**src/rtl/ifetch_pkg.sv**
```systemverilog
// Shared types and widths for the fetch-to-decode elastic buffer.
package ifetch_pkg;

  localparam int unsigned FETCH_W = 128;
  localparam int unsigned PC_W    = 32;

  typedef enum logic [1:0] {
    EMPTY,
    BUSY,
    FULL
  } skid_state_t;

  typedef struct packed {
    logic [FETCH_W-1:0] data;
    logic [PC_W-1:0]    pc;
  } fetch_bundle_t;

endpackage

```
**src/rtl/ifetch_hold_reg.sv**
```systemverilog
// Bundle holding register: async reset, load enable, synchronous clear.
module ifetch_hold_reg
  import ifetch_pkg::*;
#(
  parameter int unsigned Width = FETCH_W + PC_W
) (
  input  logic             clk_i,
  input  logic             rst_ni,
  input  logic             clr_i,
  input  logic             load_i,
  input  logic [Width-1:0] d_i,
  output logic [Width-1:0] q_o
);

  logic [Width-1:0] hold_q;

  // Clear wins over load so a flush drops a bundle arriving in the same cycle.
  always_ff @(posedge clk_i or negedge rst_ni) begin
    if (!rst_ni) begin
      hold_q <= '0;
    end else if (clr_i) begin
      hold_q <= '0;
    end else if (load_i) begin
      hold_q <= d_i;
    end
  end

  assign q_o = hold_q;

endmodule

```
**src/rtl/ifetch_skid_buffer.sv**
```systemverilog
// Two-entry elastic buffer between IFetch and decode; all handshake outputs
// come from registers so decode back-pressure never reaches IFetch combinationally.
module ifetch_skid_buffer #(
  parameter int unsigned WIDTH = ifetch_pkg::FETCH_W,
  parameter int unsigned PC_W  = 32
) (
  input  logic             clk,
  input  logic             rst,
  input  logic             flush,
  input  logic             in_valid,
  output logic             in_ready,
  input  logic [WIDTH-1:0] in_data,
  input  logic [PC_W-1:0]  in_pc,
  output logic             out_valid,
  input  logic             out_ready,
  output logic [WIDTH-1:0] out_data,
  output logic [PC_W-1:0]  out_pc,
  output logic [1:0]       occupancy
);

  import ifetch_pkg::*;

  localparam int unsigned BundleW = WIDTH + PC_W;

  skid_state_t        state_q, state_d;
  logic               rdy_q;
  logic               acc, take;
  logic               main_load, skid_load, use_skid;
  logic [BundleW-1:0] in_bundle, main_d, main_q, skid_q;

  assign acc       = in_valid & in_ready;
  assign take      = out_valid & out_ready;
  assign in_bundle = {in_data, in_pc};
  assign main_d    = use_skid ? skid_q : in_bundle;

  always_comb begin
    state_d   = state_q;
    main_load = 1'b0;
    skid_load = 1'b0;
    use_skid  = 1'b0;
    if (flush) begin
      state_d = EMPTY;
    end else begin
      unique case (state_q)
        EMPTY: begin
          if (acc) begin
            main_load = 1'b1;
            state_d   = BUSY;
          end
        end
        BUSY: begin
          if (acc && take) begin
            main_load = 1'b1;
          end else if (acc) begin
            skid_load = 1'b1;
            state_d   = FULL;
          end else if (take) begin
            state_d = EMPTY;
          end
        end
        FULL: begin
          if (take) begin
            main_load = 1'b1;
            use_skid  = 1'b1;
            state_d   = BUSY;
          end
        end
        default: state_d = EMPTY;
      endcase
    end
  end

  // rdy_q stays low through reset and rises on the first edge afterwards.
  always_ff @(posedge clk or negedge rst) begin
    if (!rst) begin
      state_q <= EMPTY;
      rdy_q   <= 1'b0;
    end else begin
      state_q <= state_d;
      rdy_q   <= (state_d != FULL);
    end
  end

  ifetch_hold_reg #(
    .Width(BundleW)
  ) u_main (
    .clk_i (clk),
    .rst_ni(rst),
    .clr_i (flush),
    .load_i(main_load),
    .d_i   (main_d),
    .q_o   (main_q)
  );

  ifetch_hold_reg #(
    .Width(BundleW)
  ) u_skid (
    .clk_i (clk),
    .rst_ni(rst),
    .clr_i (flush),
    .load_i(skid_load),
    .d_i   (in_bundle),
    .q_o   (skid_q)
  );

  assign out_valid           = (state_q != EMPTY);
  assign in_ready            = rdy_q;
  assign {out_data, out_pc}  = main_q;

  always_comb begin
    occupancy = 2'd0;
    unique case (state_q)
      EMPTY:   occupancy = 2'd0;
      BUSY:    occupancy = 2'd1;
      FULL:    occupancy = 2'd2;
      default: occupancy = 2'd0;
    endcase
  end

endmodule

```
**config.mk**
```make
export PLATFORM = sky130hd
export DESIGN_NAME = ifetch_skid_buffer
export DESIGN_NICKNAME = d
export VERILOG_FILES = /design/src/rtl/ifetch_pkg.sv /design/src/rtl/ifetch_hold_reg.sv /design/src/rtl/ifetch_skid_buffer.sv
export SDC_FILE = /design/constraint.sdc
export NUM_CORES = 1
export LEC_CHECK = 0
export CORE_ASPECT_RATIO = 0.6
export CORE_UTILIZATION = 30
export CTS_BUF_LIST = sky130_fd_sc_hd__clkbuf_4
export CTS_CLUSTER_SIZE = 12
export DETAILED_ROUTE_END_ITERATION = 12
export HOLD_SLACK_MARGIN = 0.03
export PLACE_DENSITY_LB_ADDON = 0.2
export SETUP_SLACK_MARGIN = 0.2
export SLEW_MARGIN = 15
export SYNTH_ARGS = -nofsm -noshare
export SYNTH_HDL_FRONTEND = slang
export SYNTH_SLANG_ARGS = --single-unit
```
**constraint.sdc**
```tcl
create_clock -name clk -period 1.6 [get_ports clk]
set_input_delay 0.16 -clock clk [delete_from_list [all_inputs] [get_ports clk]]
set_output_delay 0.16 -clock clk [all_outputs]
set_load 0.1 [all_outputs]
```
==> flow_summary_export.csv <==
group,metric,value,unit
grt,first_global_vias,11815,
synthesis,syn-instance-count,911,
grt,grt_max_degree,58,
critical_path,crit_start,"state_q[0]$_DFF_PN0_",
critical_path,arrival,2.56,ns
timing,maxSlewViolCount,0,
detailed_routing,wirelength,54750,um
cts,clkTransAtPathRegs,0.08,ns
synthesis,synth_ff_type,"dfrtp_1",
floorplanning,die_w,271.1,um
critical_path,reg2reg_from,"state_q[0]$_DFF_PN0_",
grt,overflow,0,
detailed_routing,ant_nets,0,
critical_path,critical_path_class,"flip-flop to flip-flop",
detailed_routing,wire_per_inst,23.71,um
place,gp_congestion,0.7635,
layout,final-seq-area,8134,um^2
synthesis,synthMuxAreaShare,0.1229,
timing,finClkSkew,0.05375,ns
detailed_routing,dr.pass1.iters,7,
layout,layout.nets,1851,
synthesis,synth_edf_count,0,
detailed_routing,drt-initial-drc-count,710,
place,hpwl,27030,um
cts,cts_inserted_buffers,81,
synthesis,synthAdderAreaFrac,0,
grt,antenna_found_initial,4,
synthesis,synth_top_area_share,0.6200,
floorplanning,rows,58,
detailed_routing,vias,11795,
cts,root_buffer,"clkbuf_4",
timing,layout_setup_ws,-0.3535,ns
place,placed_area,19340,um^2
grt,grt_pass1_wl,72800,um
layout,syn_to_final_growth,109.4,%
pwr,p_per_area,871.6,nW/um^2
timing,tns,-78.17,ns
layout,drive_gt1_frac,0.4804,
pwr,ir_drop,575.5,uV
synthesis,synth_xor_xnor_area_share,0.0006718,
synthesis,synth_top_family_by_area,"compound AO/OA/AOI/OAI gates",
run,cap_violations,0,
critical_path,rr_worst_depth,9,
critical_path,worstReg2RegEnd,"u_main.q_o[73]$_DFFE_PN0P_",
grt,grt_usage,0.2147,
synthesis,syn-num-nets,1076,
synthesis,synthArstFlopShare,1.000,
cts,cts_htree_levels,3,
critical_path,end_kind,"flip-flop",
run_status,outcome,"finished, violations left",
place,portBuffers,328,
cts,cts_tree,"yes",
layout,final_area,27300,um^2
floorplanning,initial_core_util,0.3076,
synthesis,synth_area_per_cell,14.31,um^2
timing,period_share,1.221,
critical_path,endpoint,"u_main.q_o[73]$_DFFE_PN0P_",
synthesis,synth-simple-area-share,0.007102,
timing,rsz0062_at_grt,"yes",
critical_path,required,2.21,ns
floorplanning,ios,329,
cts,clock_path_buffers,3,
detailed_routing,via_per_inst,5.108,
synthesis,synth_compound_area_frac,0.2173,
synthesis,synth_top_area_cell,"dfrtp_1",
critical_path,path_max_fanout,7,
place,placed_cells,1801,
layout,multiInputGateArea,6155,um^2
cts,clock_sinks,323,
pwr,p_total,23790,uW
critical_path,start_kind,"flip-flop",
critical_path,reg2reg_slack,-0.35,ns
synthesis,ys_top_cells_by_area,"dfrtp_1, mux2i_1, a22o_1",
synthesis,synth-seq-cells,323,
timing,setup_viol,326,
synthesis,seq_area_frac_synth,0.6200,
pwr,p_leak,0.01169,uW
timing,hold_viol,0,
floorplanning,fp.dieArea,44320,um^2
layout,final_util,0.6442,
timing,worstMarginPinSlew,0.4405,ns
floorplanning,coreArea,42380,um^2
synthesis,yosys_warnings,0,
timing,fin_crit,1.953,ns
layout,fin_cells,2309,
run_status,violations,"negative setup slack",
timing,max_freq,511.9,MHz
layout,fill_cells,2958,
detailed_routing,drt_drc_violations_left,0,
synthesis,synth.distinct_cells,23,
worst_hold_path,min_path_type,"primary input to flip-flop",
cts,worstSkewPairLatency,0.74,ns
timing,slew_headroom,0.7064,
floorplanning,dieHeight,163.5,um
synthesis,netlist_area,13040,um^2
[per-stage QoR]
stage	hold slack [ns]	setup slack (ns)
CTS	0.03023	-0.3413
floorplan	-0.1356	-0.1436
global placement	0.1013	-0.3962
detailed placement	0.09680	-0.4050
global route	0.03217	-0.4017
finish	0.1096	-0.3535
[logic make-up after synthesis]
family                 after synthesis
XOR/XNOR                             1
multiplexers                       160
flip-flops                         323
AND/OR/NAND/NOR                     14
buffers and inverters               89
AO/OA/AOI/OAI                      324
[layout make-up]
class,instances,share of cell area
well taps,570,0.02612
clock buffers,112,0.03080
inverters,1,0.0001375
diodes,3,0.0002750
flip-flops and latches,323,0.2980
multi-input cells,499,0.2254
clock inverters,21,0.006462
repair buffers,780,0.4128
[cell usage after synthesis, types with 2 or more instances]
| library cell | n |
|---|---|
| buf_1 | 5 |
| clkbuf_1 | 24 |
| mux2i_1 | 160 |
| buf_2 | 55 |
| nor2_1 | 3 |
| buf_4 | 4 |
| dfrtp_1 | 323 |
| nor2b_1 | 2 |
| a22o_1 | 160 |
| a21oi_1 | 2 |
| o2bb2ai_1 | 160 |
| nor3_1 | 2 |
[power by group]
part / internal (uW) / switching, uW
Combinational: 3390 / 4090
Clock: 3710 / 3560
Sequential: 8580 / 457
[flip-flops by register name, indices dropped and copies added, names as in the netlist]
name        flops
u_main.q_o    160
state_q         2
u_skid.q_o    160
in_ready        1
[layer usage]
layer  global-route usage  wire length, um
met1               0.3016            24540
met2               0.3257            25870
met3              0.05293             3125
met4              0.06614             1222
met5                    0                0
[critical path, stage by stage, from the launching register on]
cell and delay [ns]:
dfrtp_1 0.41, buf_6 0.13, nand3b_1 0.22, nor2_4 0.19, buf_12 0.13, buf_16 0.14
buf_12 0.12, buf_16 0.13, mux2i_1 0.22, o2bb2ai_1 0.11
[how the worst min path moves through the flow]
stage / slack, ns / start / cells after the start / endpoint
6_report: 0.11 / in_data[55] / 2 / u_skid.q_o[87]$_DFFE_PN0P_
5_1_grt: 0.03 / in_data[54] / 2 / u_skid.q_o[86]$_DFFE_PN0P_
4_1_cts: 0.03 / in_data[55] / 2 / u_skid.q_o[87]$_DFFE_PN0P_
3_3_place_gp: 0.10 / rst / 1 / u_main.q_o[106]$_DFFE_PN0P_
3_5_place_dp: 0.1 / rst / 1 / u_main.q_o[106]$_DFFE_PN0P_
2_1_floorplan: -0.14 / rst / 0 / state_q[0]$_DFF_PN0_
[repair_timing]
action | CTS | global route
buffers inserted | 33 | 136
cloned | 40 | 35
setup endpoints to repair | 486 | 486
endpoints found under the hold margin | 528 | 1
pin swaps | 8 | 138
hold buffers | 127 | 1
resized for setup | 138 | 284
[cells in the final DEF (no fill, tap or decap), types with 2 or more instances in the layout]
cell type | Yosys | layout
a21oi_4 | 0 | 2
a22o_1 | 160 | 160
buf_12 | 0 | 222
buf_16 | 0 | 56
buf_4 | 4 | 136
buf_6 | 0 | 25
buf_8 | 0 | 19
bufinv_16 | 0 | 3
clkbuf_16 | 0 | 30
clkbuf_4 | 0 | 112
clkdlybuf4s50_1 | 0 | 163
clkinv_1 | 0 | 11
clkinv_2 | 0 | 4
clkinv_4 | 0 | 2
dfrtp_1 | 323 | 284
dfrtp_2 | 0 | 38
diode_2 | 0 | 3
dlygate4sd3_1 | 0 | 128
mux2i_1 | 160 | 85
mux2i_2 | 0 | 42
mux2i_4 | 0 | 33
nor2_1 | 3 | 2
nor2_4 | 0 | 2
nor2b_4 | 0 | 2
o2bb2ai_1 | 160 | 64
o2bb2ai_2 | 0 | 68
o2bb2ai_4 | 0 | 28
(Power assumes the default switching activity.)
